File: src/rtl/dm_arbiter.sv
// dm_arbiter: shares the single-ported data memory between the CPU MEM stage (A) and a DMA master (B).
// Latency: grants and memory-side signals are combinational in the request cycle; load data same cycle.
// Backpressure: nothing is buffered; an ungranted requester holds req/payload, a_stall freezes the CPU.
module dm_arbiter #(
  parameter int AW       = 10,
  parameter int DW       = 32,
  parameter int MAX_HOLD = 4
) (
  input  logic          clk,
  input  logic          reset,
  input  logic          a_req,
  input  logic          a_we,
  input  logic [AW-1:0] a_addr,
  input  logic [DW-1:0] a_wd,
  input  logic [31:0]   a_pc,
  output logic          a_gnt,
  output logic          a_stall,
  output logic [DW-1:0] a_rd,
  input  logic          b_req,
  input  logic          b_we,
  input  logic [AW-1:0] b_addr,
  input  logic [DW-1:0] b_wd,
  output logic          b_gnt,
  output logic [DW-1:0] b_rd,
  output logic          m_we,
  output logic [AW-1:0] m_addr,
  output logic [DW-1:0] m_wd,
  output logic [31:0]   m_pc,
  input  logic [DW-1:0] m_rd
);

  localparam int HW = $clog2(MAX_HOLD + 1);
  localparam logic [HW-1:0] HOLD_MAX = HW'(MAX_HOLD);
  localparam logic [HW-1:0] HOLD_ONE = HW'(1);

  typedef enum logic {
    OWN_A = 1'b0,
    OWN_B = 1'b1
  } owner_t;

  owner_t        r_owner;
  owner_t        w_owner_nxt;
  logic [HW-1:0] r_hold;
  logic [HW-1:0] w_hold_nxt;
  logic          w_both;
  logic          w_gnt_a;
  logic          w_gnt_b;

  // Arbitration state register: current owner and its consecutive contended-grant count
  always_ff @(posedge clk) begin
    if (reset) begin
      r_owner <= OWN_A;
      r_hold  <= '0;
    end else begin
      r_owner <= w_owner_nxt;
      r_hold  <= w_hold_nxt;
    end
  end

  // Same-cycle grant decision and next arbitration state; reset suppresses every grant
  always_comb begin
    w_gnt_a     = 1'b0;
    w_gnt_b     = 1'b0;
    w_owner_nxt = r_owner;
    w_hold_nxt  = r_hold;
    w_both      = a_req & b_req;
    if (!reset) begin
      if (w_both) begin
        if (r_hold == HOLD_MAX) begin
          // Owner has used up its streak: hand over so the other side waits at most MAX_HOLD
          w_gnt_a     = (r_owner == OWN_B);
          w_gnt_b     = (r_owner == OWN_A);
          w_owner_nxt = (r_owner == OWN_A) ? OWN_B : OWN_A;
          w_hold_nxt  = HOLD_ONE;
        end else begin
          // r_hold < HOLD_MAX here, so the increment never wraps
          w_gnt_a    = (r_owner == OWN_A);
          w_gnt_b    = (r_owner == OWN_B);
          w_hold_nxt = r_hold + 1'b1;
        end
      end else if (a_req) begin
        w_gnt_a     = 1'b1;
        w_owner_nxt = OWN_A;
        w_hold_nxt  = '0;
      end else if (b_req) begin
        w_gnt_b     = 1'b1;
        w_owner_nxt = OWN_B;
        w_hold_nxt  = '0;
      end
    end
  end

  // Memory-side mux from the granted port; idle drives zeros so the trace stays quiet
  always_comb begin
    m_we   = 1'b0;
    m_addr = '0;
    m_wd   = '0;
    m_pc   = '0;
    if (w_gnt_a) begin
      m_we   = a_we;
      m_addr = a_addr;
      m_wd   = a_wd;
      m_pc   = a_pc;
    end else if (w_gnt_b) begin
      m_we   = b_we;
      m_addr = b_addr;
      m_wd   = b_wd;
    end
  end

  assign a_gnt   = w_gnt_a;
  assign b_gnt   = w_gnt_b;
  assign a_stall = a_req & ~w_gnt_a;
  assign a_rd    = m_rd;
  assign b_rd    = m_rd;

endmodule

File: config.mk
export PLATFORM = sky130hd
export DESIGN_NAME = dm_arbiter
export DESIGN_NICKNAME = d
export VERILOG_FILES = /design/src/rtl/dm_arbiter.sv
export SDC_FILE = /design/constraint.sdc
export NUM_CORES = 1
export LEC_CHECK = 0
export BUFFER_PORTS_ARGS = -buffer_cell sky130_fd_sc_hd__buf_2
export CAP_MARGIN = 25
export CORE_AREA = 2 2 115 117
export CTS_CLUSTER_SIZE = 16
export DETAILED_ROUTE_END_ITERATION = 6
export DIE_AREA = 0 0 117 119
export SYNTH_ARGS = -nofsm -noshare
export SYNTH_HDL_FRONTEND = slang
export SYNTH_SLANG_ARGS = --single-unit
File: constraint.sdc
create_clock -name clk -period 2.7 [get_ports clk]
set_input_delay 0.405 -clock clk [delete_from_list [all_inputs] [get_ports clk]]
set_output_delay 0.405 -clock clk [all_outputs]
set_load 0.05 [all_outputs]
==> After elaboration in Yosys (flattened, before gate mapping) <==
Cells that the tools add are included.
{ "word_totals": {"regBits": 4, "in_bits": 154, "output_inout_bits": 142} }
{ "classes": {"addsub": 1, "n_eq_ne": 2, "muxes": 25, "n_bitwise": 4, "n_reduce_logical": 2} }
{ "ops": {"columns": ["op", "n"], "rows": [
  ["32-bit two-way mux", 3],
  ["10-bit two-way mux", 2],
  ["1-bit two-way mux", 16],
  ["3-bit two-way mux", 4],
  ["3-bit by 1-bit adder with 3-bit output (second input constant)", 1],
  ["3-bit equality test (second input constant)", 1],
  ["3-bit nonzero test", 1],
  ["1-bit AND", 2],
  ["2-bit by 1-bit inequality test with 1-bit output (second input constant)", 1],
  ["1-bit NOT", 2],
  ["2-bit AND reduction", 1]
]} }

==> Depth between registers and ports, before layout <==
Gate-level depths: netlist of the first run.
{ "depth": {"depth_word": 6, "mapped_depth": 7} }

==> Least setup slack after synthesis of the first run <==
Ideal clock, no wire load.
{ "synth_path": {"path_kind": "register -> output", "start": "register r_hold[0]", "end": "output port m_pc[21]", "arrival_ns": 2.350, "required_ns": 2.295, "slack_ns": -0.055, "path_stages_with_launch": 7, "n_path_buf": 1, "cell_sequence": "dfxtp_1 inv_1 ha_1 and4b_1 a2111oi_4 clkbuf_1 and2_1"} }
{ "synth_via": {"elab_chain_len": 5} }
{ "synth_lines": {"columns": ["element", "line", "rtl"], "rows": [
  ["start: declaration", "43", "logic [HW-1:0] r_hold;"],
  ["start signal: assignment", "56", "r_hold <= w_hold_nxt;"],
  ["3-bit equality test", "69", "if (r_hold == HOLD_MAX) begin"],
  ["1-bit two-way mux", "69", null],
  ["1-bit two-way mux", "68", "if (w_both) begin"],
  ["1-bit two-way mux", "67", "if (!reset) begin"],
  ["net a_gnt", "16", "output logic a_gnt,"],
  ["32-bit two-way mux", "99", "if (w_gnt_a) begin"],
  ["end: declaration", "28", "output logic [31:0] m_pc,"]
]} }
The timed path passes the listed nets, and every way through them passes these cells.

==> Worst setup path after layout of the first run <==
{ "layout_path": {"start": "register r_hold[0]", "end": "output port m_wd[27]"} }
{ "layout_via": {"elab_chain_len": 6, "elab_cells_between_ends": 9, "cone_classes": "eq/ne: 1; mux: 8"} }
{ "layout_lines": {"columns": ["element", "line", "rtl"], "rows": [
  ["3-bit equality test (*)", "69", null],
  ["1-bit two-way mux", "69", null],
  ["1-bit two-way mux", "68", null],
  ["1-bit two-way mux", "67", null],
  ["32-bit two-way mux", "104", "end else if (w_gnt_b) begin"],
  ["32-bit two-way mux (*)", "99", null],
  ["end: declaration", "27", "output logic [DW-1:0] m_wd,"]
]} }
Every way passes the cells marked *; elsewhere a longest branch is shown, timed or not.

==> impl_metrics.tcl, run 1 <==
set metrics [dict create \
    final_hold_viol_count 0 \
    crit_slowest_cell "a2111oi_4" \
    core.rowCount 42 \
    synth_top_area_frac 0.343 \
    fmax_mhz 385 \
    worstPathRequired_ps 2300 \
    hold_depth 2 \
    yosys.area.top_type "buf_4" \
    synthAdderAreaFrac 0.0173 \
    syn_avg_cell_area_um2 7.90 \
    grt.overflow.total 0 \
    synth_top_family_by_area "buffers and inverters" \
    crit_chain "inv_1 > ha_1 > nand2_1 > a2111oi_4 > buf_4 > buf_12 > a22o_1 > buf_2" \
    die_w_um 117 \
    gp_congestion 0.752 \
    worstSetupEndpointType "primary output" \
    grt_usage 0.0675 \
    grt_pass1_vias 1567 \
    vias_per_cell 3.53 \
    initial_core_util 0.112 \
    fin_crit_sh 0.961 \
    worst_pin_slew_ps 313 \
    fin_worst_skew_ps 0.884 \
    drc 0 \
    final_cell_mix "buf_2 (188), a22o_1 (43), and2_1 (33), clkbuf_4 (11)" \
    dieArea_um2 13900 \
    wire_per_inst_um 11.2 \
    clk_path_buf_depth 2 \
    period_needed_ps 2590 \
    setup_viol 0 \
    yosys_register_bits 4 \
    n_fill_cell 1456 \
    r2r.worst_path.cells 5 \
    numCtsBuffers 3 \
    initialDrtViolationCount 23 \
    maxCapViolations 0 \
    fin_setup_tns_ps 0 \
    dr.pass1.iters 4 \
    clkSlewWorstSetupHoldPaths_ps 30 \
    power.total_w 0.000794 \
    wl_mm 5.47 \
    layout_commonest_cell "buf_2" \
    ios 296 \
    p_leak_nw 1.29 \
    synth_xor_area_frac 0 \
    cp-start-kind "register" \
    dp.cells 485 \
    hold_class "input pin to register" \
    rsz0062_at_grt "yes" \
    synthTopCellsByArea "buf_4 (34%), a22o_1 (26%), and2_1 (14%)" \
    cp_num_buf_inv 4 \
    drive_gt1_frac 0.668 \
    status "finished, final reports clean" \
    syn-cell-area_um2 1450 \
    synth_compound_area_frac 0.331 \
    grt_pass1_wl_mm 7.40 \
    vias 1727 \
    coreArea_um2 12900 \
    synthCells 183 \
    synth_warnings 0 \
    fin_util 0.176 \
    die_h_um 119 \
    antenna_found_initial 0 \
    hpwl_mm 4.56 \
    cts_tree "done" \
    path_depth 8 \
    critPathMaxFanout 40 \
    cts_root_buf "clkbuf_16" \
    synth-simple-area-share 0.192 \
    drv_slew 0 \
    cts_num_sinks 4 \
    syn_nets 339 \
    num-nets-final 471 \
    finalNonFillerCells 489 \
    ant_nets 0 \
    io_buffers 199 \
    crit_family "buffers and inverters" \
    criticalPathCategory "register to primary output" \
    insertion_delay_ps 220 \
    cp.arrival_ps 2190 \
    cts_max_level 1 \
    slowest_delay_ps 380 \
    ir_worst_vdd_uv 445 \
    grt_start_max_net_pins 45 \
    area_growth_pct 56.5 \
    n_antenna_cell 0 \
    synth.distinct_cells 23 \
    p_per_area_nw_per_um2 351 \
    max_slew_margin 0.791 \
    ys_seq_area_frac 0.0554 \
    muxShareOfSynthArea 0 \
]
[cell type report]
cell class              instances  area (µm²)  share of cell area
clock buffers                   3        75.1              0.0332
inverters                       4        15.0             0.00664
multi-input cells              99         781               0.345
flip-flops and latches          4        80.1              0.0354
well taps                     176         220              0.0973
repair buffers                203        1090               0.482
[worst register-to-register path, delay by kind of cell (launching register included)]
family	cells	cell delay, ps
compound gates	2	450
flops	1	320
simple gates	1	190
fa+ha+maj	1	180
buf+inv	1	60
[cells in the mapped netlist]
cell,instances
a2111oi_4,2
a211o_1,1
a211oi_1,1
a21oi_1,3
a22o_1,43
and2_1,33
and4_1,1
and4b_1,1
buf_2,5
buf_4,66
buf_6,4
clkbuf_1,1
dfxtp_1,4
ha_1,2
inv_1,4
nand2_1,3
nand3_1,1
nand4b_1,1
nor2_1,3
nor2b_1,1
nor4bb_1,1
o21ai_0,1
o21ba_2,1
[cell families after synthesis]
| group | after synthesis |
|---|---|
| buf+inv | 80 |
| compound gates | 52 |
| flops | 4 |
| simple gates | 45 |
| fa+ha+maj | 2 |
[state kept, by name, indices dropped and copies added (netlist names)]
| name | flops |
|---|---|
| r_owner | 1 |
| r_hold | 3 |
[metrics by stage]
step / setup WS, ps / hold slack [ps] / cell area (µm²)
after floorplan: 193 / 443 / 1450
after global placement: 243 / 467 / 2150
after detailed placement: 221 / 479 / 2150
after CTS: 61.2 / 482 / 2230
after global routing: -28.8 / 486 / 2260
final: 105 / 475 / 2260
[power by group]
part	total [W]	internal (W)	switching [W]
sequential	0.0000635	0.0000615	0.00000198
combinational	0.000503	0.000168	0.000335
clock	0.000228	0.000189	0.0000392
total	0.000794	0.000419	0.000376
[worst paths after layout]
path | from | end | slack (ps)
max | r_hold[0] | m_wd[27] | 110
min | reset | r_hold[2] | 480
max reg2reg | r_hold[0] | r_hold[0] | 1430
min reg2reg | r_hold[1] | r_hold[1] | 480
[layer usage]
metal | global-route usage | wire length [µm]
met5 | 0 | 0
met3 | 0.0239 | 614
met4 | 0.0176 | 93
met2 | 0.132 | 2700
met1 | 0.0649 | 2060
[repair_timing]
item,in CTS,in global routing
hold buffers,0,0
gates resized for setup,0,11
setup buffers,0,1
endpoints found under the hold margin,0,0
setup endpoints to repair,5,40
gates cloned,0,0
pin swaps,1,1
No activity file was read; power rests on OpenSTA's default activity.
==> run 2, diff against run 1 <==
--- a/config.mk
+++ b/config.mk
@@ -6,11 +6,11 @@
 export NUM_CORES = 1
 export LEC_CHECK = 0
 export BUFFER_PORTS_ARGS = -buffer_cell sky130_fd_sc_hd__buf_2
-export CAP_MARGIN = 25
 export CORE_AREA = 2 2 115 117
 export CTS_CLUSTER_SIZE = 16
 export DETAILED_ROUTE_END_ITERATION = 6
 export DIE_AREA = 0 0 117 119
+export GPL_TIMING_DRIVEN = 0
 export SYNTH_ARGS = -nofsm -noshare
 export SYNTH_HDL_FRONTEND = slang
 export SYNTH_SLANG_ARGS = --single-unit
==> constraint.sdc (replaced) <==
create_clock -name clk -period 2.7 [get_ports clk]
set_input_delay 0.405 -clock clk [delete_from_list [all_inputs] [get_ports clk]]
set_output_delay 0.405 -clock clk [all_outputs]
set_load 0.01 [all_outputs]
==> run 2 against run 1 <==
Global-route usage rose by 2.3 points. Sequential power barely moved. Clock skew barely moved. Maximum frequency rose by 2.5%. Combinational power fell by 8.3%. Worst setup slack improved by 62 ps. Non-clock buffer count rose by 141. Hold slack got worse by 8.0 ps. Power fell by 5.0%. Clock power barely moved. Core utilization rose by 6.7 points. Via count rose by 31%. Critical path type unchanged. Critical endpoint is now m_wd[29].
==> impl_metrics.tcl, run 2 (synthesis gave the netlist of run 1 again) <==
set metrics [dict create \
    period_needed_ps 2530 \
    r2r.worst_path.cells 5 \
    ir_worst_vdd_uv 355 \
    area_growth_pct 116 \
    worstSetupEndpointType "primary output" \
    status "finished, final reports clean" \
    num-nets-final 612 \
    cp-start-kind "register" \
    final_cell_area_um2 3120 \
    die_w_um 117 \
    dieArea_um2 13900 \
    maxCapViolations 0 \
    p_per_area_nw_per_um2 242 \
    dr.pass1.iters 4 \
    initialDrtViolationCount 39 \
    fin_util 0.242 \
    slowest_delay_ps 350 \
    switching_share 0.322 \
    final_hold_viol_count 0 \
    drive_gt1_frac 0.773 \
    vias_per_cell 3.58 \
    coreArea_um2 12900 \
    clkSlewWorstSetupHoldPaths_ps 30 \
    setup_viol 0 \
    drc 0 \
    r2r_start "r_hold[0]" \
    worst_pin_slew_ps 318 \
    reg_top3 "r_hold (3), r_owner (1)" \
    hold_class "register to register" \
    largest_reg_flops 3 \
    cts_root_buf "clkbuf_16" \
    crit_end "m_wd[29]" \
    clk_path_buf_depth 2 \
    gp_congestion 0.726 \
    critPathMaxFanout 10 \
    insertion_delay_ps 220 \
    fmax_mhz 395 \
    numCtsBuffers 3 \
    vias 2256 \
    n_antenna_cell 0 \
    grt_pass1_wl_mm 9.57 \
    ant_nets 0 \
    reg2reg_to "r_owner" \
    core.rowCount 42 \
    grt_start_max_net_pins 11 \
    cp.arrival_ps 2130 \
    wl_mm 7.33 \
    max_slew_margin 0.788 \
    crit_slowest_cell "a2111oi_4" \
    power.switching_w 0.000243 \
    fin_crit_sh 0.938 \
    layout_commonest_cell "buf_2" \
    crit_path_frequent_cell "buf_4" \
    p_clk_frac 0.305 \
    path_depth 9 \
    crit_chain "inv_1 > ha_1 > nand2_2 > a2111oi_4 > buf_4 > buf_4 > clkbuf_4 > a22o_1 > buf_2" \
    cp_num_buf_inv 5 \
    final_cell_mix "buf_2 (266), buf_4 (70), a22o_1 (43), and2_1 (33), buf_6 (5)" \
    power.internal_w 0.000512 \
    holdWs_ps 467 \
    drv_slew 0 \
    antenna_found_initial 0 \
    hpwl_mm 6.55 \
    crit_family "buffers and inverters" \
    combPwrFrac 0.610 \
    ios 296 \
    die_h_um 119 \
    largest_register "r_hold" \
    wire_per_inst_um 11.6 \
    multi_input_area_um2 783 \
    grt_pass1_vias 1972 \
    r2r_slack_ps 1430 \
    io_buffers 263 \
    cts_max_level 1 \
    fin_setup_tns_ps 0 \
    cts_tree "done" \
    grt.overflow.total 0 \
    seq_area_um2 81.3 \
    p_leak_nw 1.91 \
    criticalPathCategory "register to primary output" \
    critPathLaunch "r_hold[0]" \
    grt_usage 0.0907 \
    initial_core_util 0.112 \
    cts_num_sinks 4 \
    post_dp_cell_area_um2 2980 \
    fin_worst_skew_ps 1.14 \
    cts_hold_buf 0 \
    n_fill_cell 1436 \
    seqPwrFrac 0.084 \
    worstPathRequired_ps 2300 \
]
[run 2: changes by cell type in the layout (fill, tap and decap cells not counted), moves of 2 or more]
cell,delta
buf_4,+69
buf_6,+5
buf_12,-2
clkbuf_4,-10
buf_2,+78
[run 2: metal layers]
layer,GRT usage,routed length (µm),part of all wire,up-vias
li1,-,-,-,1126
met1,0.0816,2330,0.32,976
met2,0.177,3750,0.51,149
met3,0.0468,1200,0.16,5
met4,0.0176,45,0.0061,0
met5,0,0,0,-
[run 2: metrics by stage]
stage,setup WS (ps),total power (W),std cells
floorplan,533,0.000298,183
global placement,-164,0.000518,622
detailed placement,-138,0.000519,622
CTS,58.0,0.000763,629
global route,-19.8,0.000810,630
finish,167,0.000755,630
[run 2: how the worst min path moves through the flow]
| stage | from | end | slack [ps] | cells after the start |
|---|---|---|---|---|
| after floorplan | r_hold[1] | r_hold[1] | 440 | 2 |
| after CTS | r_hold[1] | r_hold[1] | 470 | 2 |
| after detailed placement | r_hold[1] | r_hold[1] | 470 | 2 |
| after global placement | r_hold[1] | r_hold[1] | 470 | 2 |
| final | r_hold[1] | r_hold[1] | 470 | 2 |
| after global routing | reset | r_hold[0] | 490 | 2 |
[run 2: layout make-up]
class / instances / share of cell area
buffer: 76 / 0.185
clock buffer: 3 / 0.0241
inverter: 4 / 0.00481
multi-input combinational: 99 / 0.251
sequential: 4 / 0.0261
tap: 176 / 0.0706
timing repair buffer: 268 / 0.438
[run 2: power by group through the flow]
| stage | Clock [W] | Combinational [W] | Sequential, W |
|---|---|---|---|
| final | 0.000231 | 0.000461 | 0.0000636 |
| after global routing | 0.000238 | 0.000508 | 0.0000640 |
| after CTS | 0.000235 | 0.000465 | 0.0000634 |
| after detailed placement | 0 | 0.000455 | 0.0000642 |
| after global placement | 0 | 0.000454 | 0.0000643 |
| after floorplan | 0 | 0.000234 | 0.0000637 |
[run 2: what timing repair did]
item,4_1_cts,5_1_grt
buffers inserted,4,1
gates cloned,0,0
hold endpoints to repair,0,0
pin swaps,2,1
setup endpoints to repair,76,56
gates resized for setup,1,4
[run 2: worst register-to-register path, stage by stage (launching register included)]
cell and delay, ps:
dfxtp_2 340, inv_1 50, ha_1 240, and4b_1 240, a211oi_1 220, nor2_1 60
==> run 3, diff against run 2 <==
--- a/config.mk
+++ b/config.mk
@@ -11,6 +11,7 @@
 export DETAILED_ROUTE_END_ITERATION = 6
 export DIE_AREA = 0 0 117 119
 export GPL_TIMING_DRIVEN = 0
+export PLACE_DENSITY = 0.48
 export SYNTH_ARGS = -nofsm -noshare
 export SYNTH_HDL_FRONTEND = slang
 export SYNTH_SLANG_ARGS = --single-unit
==> run 3 against run 2 <==
Power hardly changed. Critical path type unchanged. Wire length is 3.0% higher. Worst setup slack better by 4.7 ps. Final cell count is 0.32% lower. Clock power hardly changed. Highest routed layer unchanged. Count of clock-buffer cells in the layout stayed put.
==> impl_metrics.tcl, run 3 (synthesis gave the netlist of run 1 again) <==
set metrics [dict create \
    ios 296 \
    cts_num_sinks 4 \
    clk_path_buf_depth 2 \
    wire_per_inst_um 12.0 \
    die_h_um 119 \
    vias 2312 \
    reg2reg_to "r_owner" \
    period_needed_ps 2530 \
    crit_chain "inv_1 > ha_1 > and4b_2 > a2111oi_4 > buf_4 > clkbuf_4 > a22o_1 > buf_2" \
    core.rowCount 42 \
    largest_reg_flops 3 \
    fin_worst_skew_ps 2.30 \
    combPwrFrac 0.607 \
    whs_endpoint "r_hold[0]" \
    ir_worst_vdd_uv 282 \
    insertion_delay_ps 230 \
    power.switching_w 0.000245 \
    fin_crit_sh 0.936 \
    grt_usage 0.0918 \
    r2r.worst_path.cells 5 \
    critPathMaxFanout 10 \
    cts_max_level 1 \
    fmax_mhz 396 \
    worstSetupEndpointType "primary output" \
    seqPwrFrac 0.085 \
    clkSlewWorstSetupHoldPaths_ps 30 \
    vias_per_cell 3.68 \
    cp.arrival_ps 2120 \
    coreArea_um2 12900 \
    numCtsBuffers 3 \
    crit_slowest_cell "dfxtp_2" \
    crit_family "buffers and inverters" \
    finalNonFillerCells 628 \
    max_slew_margin 0.821 \
    setup_viol 0 \
    antenna_found_initial 0 \
    final_hold_viol_count 0 \
    hold_class "register to register" \
    post_dp_cell_area_um2 2980 \
    largest_register "r_hold" \
    grt_pass1_wl_mm 10.2 \
    n_fill_cell 1427 \
    p_per_area_nw_per_um2 244 \
    switching_share 0.325 \
    worst_pin_slew_ps 268 \
    place_ws_ps -83.9 \
    hpwl_mm 6.68 \
    final_cell_mix "buf_2 (266), buf_4 (68), a22o_1 (43), and2_1 (33), buf_6 (5)" \
    status "finished, final reports clean" \
    n_antenna_cell 0 \
    wl_mm 7.55 \
    final_cell_area_um2 3090 \
    layout_commonest_cell "buf_2" \
    r2r_slack_ps 1390 \
    cp_num_buf_inv 4 \
    cp-start-kind "register" \
    drc 0 \
    cts_root_buf "clkbuf_16" \
    dp.cells 622 \
    hp-start "r_hold[0]" \
    maxCapViolations 0 \
    ant_nets 0 \
    io_buffers 263 \
    grt_start_max_net_pins 11 \
    cts_tree "done" \
    area_growth_pct 114 \
    gp_congestion 0.811 \
    p_clk_frac 0.309 \
    grt_pass1_vias 2075 \
    initialDrtViolationCount 44 \
    worst_slack_ps 172 \
    rsz0062_at_grt "no" \
    drive_gt1_frac 0.777 \
    r2r_start "r_hold[0]" \
    worstPathRequired_ps 2300 \
    num-nets-final 610 \
    slowest_delay_ps 340 \
    dieArea_um2 13900 \
    dr.pass1.iters 4 \
    fin_setup_tns_ps 0 \
    drv_slew 0 \
    die_w_um 117 \
    criticalPathCategory "register to primary output" \
    hold_depth 2 \
    grt.overflow.total 0 \
    power.internal_w 0.000509 \
    initial_core_util 0.112 \
    reg_top3 "r_hold (3), r_owner (1)" \
    p_leak_nw 1.90 \
]
[run 3: area by class of cell]
| class | count | area, µm² | share of cell area |
|---|---|---|---|
| well taps | 176 | 220 | 0.0712 |
| clock buffers | 3 | 75.1 | 0.0243 |
| plain buffers | 75 | 572 | 0.185 |
| repair buffers | 267 | 1350 | 0.435 |
| flip-flops and latches | 4 | 81.3 | 0.0263 |
| multi-input cells | 99 | 785 | 0.254 |
| inverters | 4 | 15.0 | 0.00485 |
[run 3: per-layer routing]
layer,track usage,vias up,part of all wire
met3,0.0112,8,0.086
met1,0.114,1044,0.40
met4,0.0162,0,0.0079
li1,-,1120,-
met2,0.169,140,0.50
met5,0,-,0
[run 3: per-stage QoR]
stage / util / power (W) / hold slack (ps)
after floorplan: - / 0.000298 / 443
after global placement: 0.232 / 0.000518 / 460
after detailed placement: 0.232 / 0.000519 / 487
after CTS: 0.240 / 0.000763 / 482
after global routing: 0.240 / 0.000805 / 503
final: 0.240 / 0.000754 / 485
[run 3: power by group through the flow]
stage / combinational (W) / clock [W] / sequential, W
after global routing: 0.000498 / 0.000243 / 0.0000641
after global placement: 0.000454 / 0 / 0.0000642
final: 0.000458 / 0.000233 / 0.0000638
after detailed placement: 0.000455 / 0 / 0.0000643
after floorplan: 0.000234 / 0 / 0.0000637
after CTS: 0.000462 / 0.000237 / 0.0000635
[run 3: worst max-delay path by stage]
stage,startpoint,to,slack (ps),cells after the start
2_1_floorplan,r_hold[0],m_addr[0],530,6
3_3_place_gp,r_hold[0],m_wd[7],-90,7
3_5_place_dp,r_hold[0],m_wd[7],-80,7
4_1_cts,r_hold[0],m_addr[5],70,9
5_1_grt,r_hold[0],m_wd[28],30,8
6_report,r_hold[0],m_wd[7],170,8
[run 3: worst register-to-register path: cells and delay by family (launching register included)]
family,cells,cell delay [ps]
adders and majority gates,1,240
and+or+nand+nor,2,330
DFF,1,340
AOI/OAI and AO/OA,1,220
buffers and inverters,1,60
[run 3: timing repair]
item                                    CTS  global route
resized for setup                         0             8
endpoints found under the setup margin   78            48
pin swaps                                 2             0
setup buffers                             4             0
hold buffers                              0             0
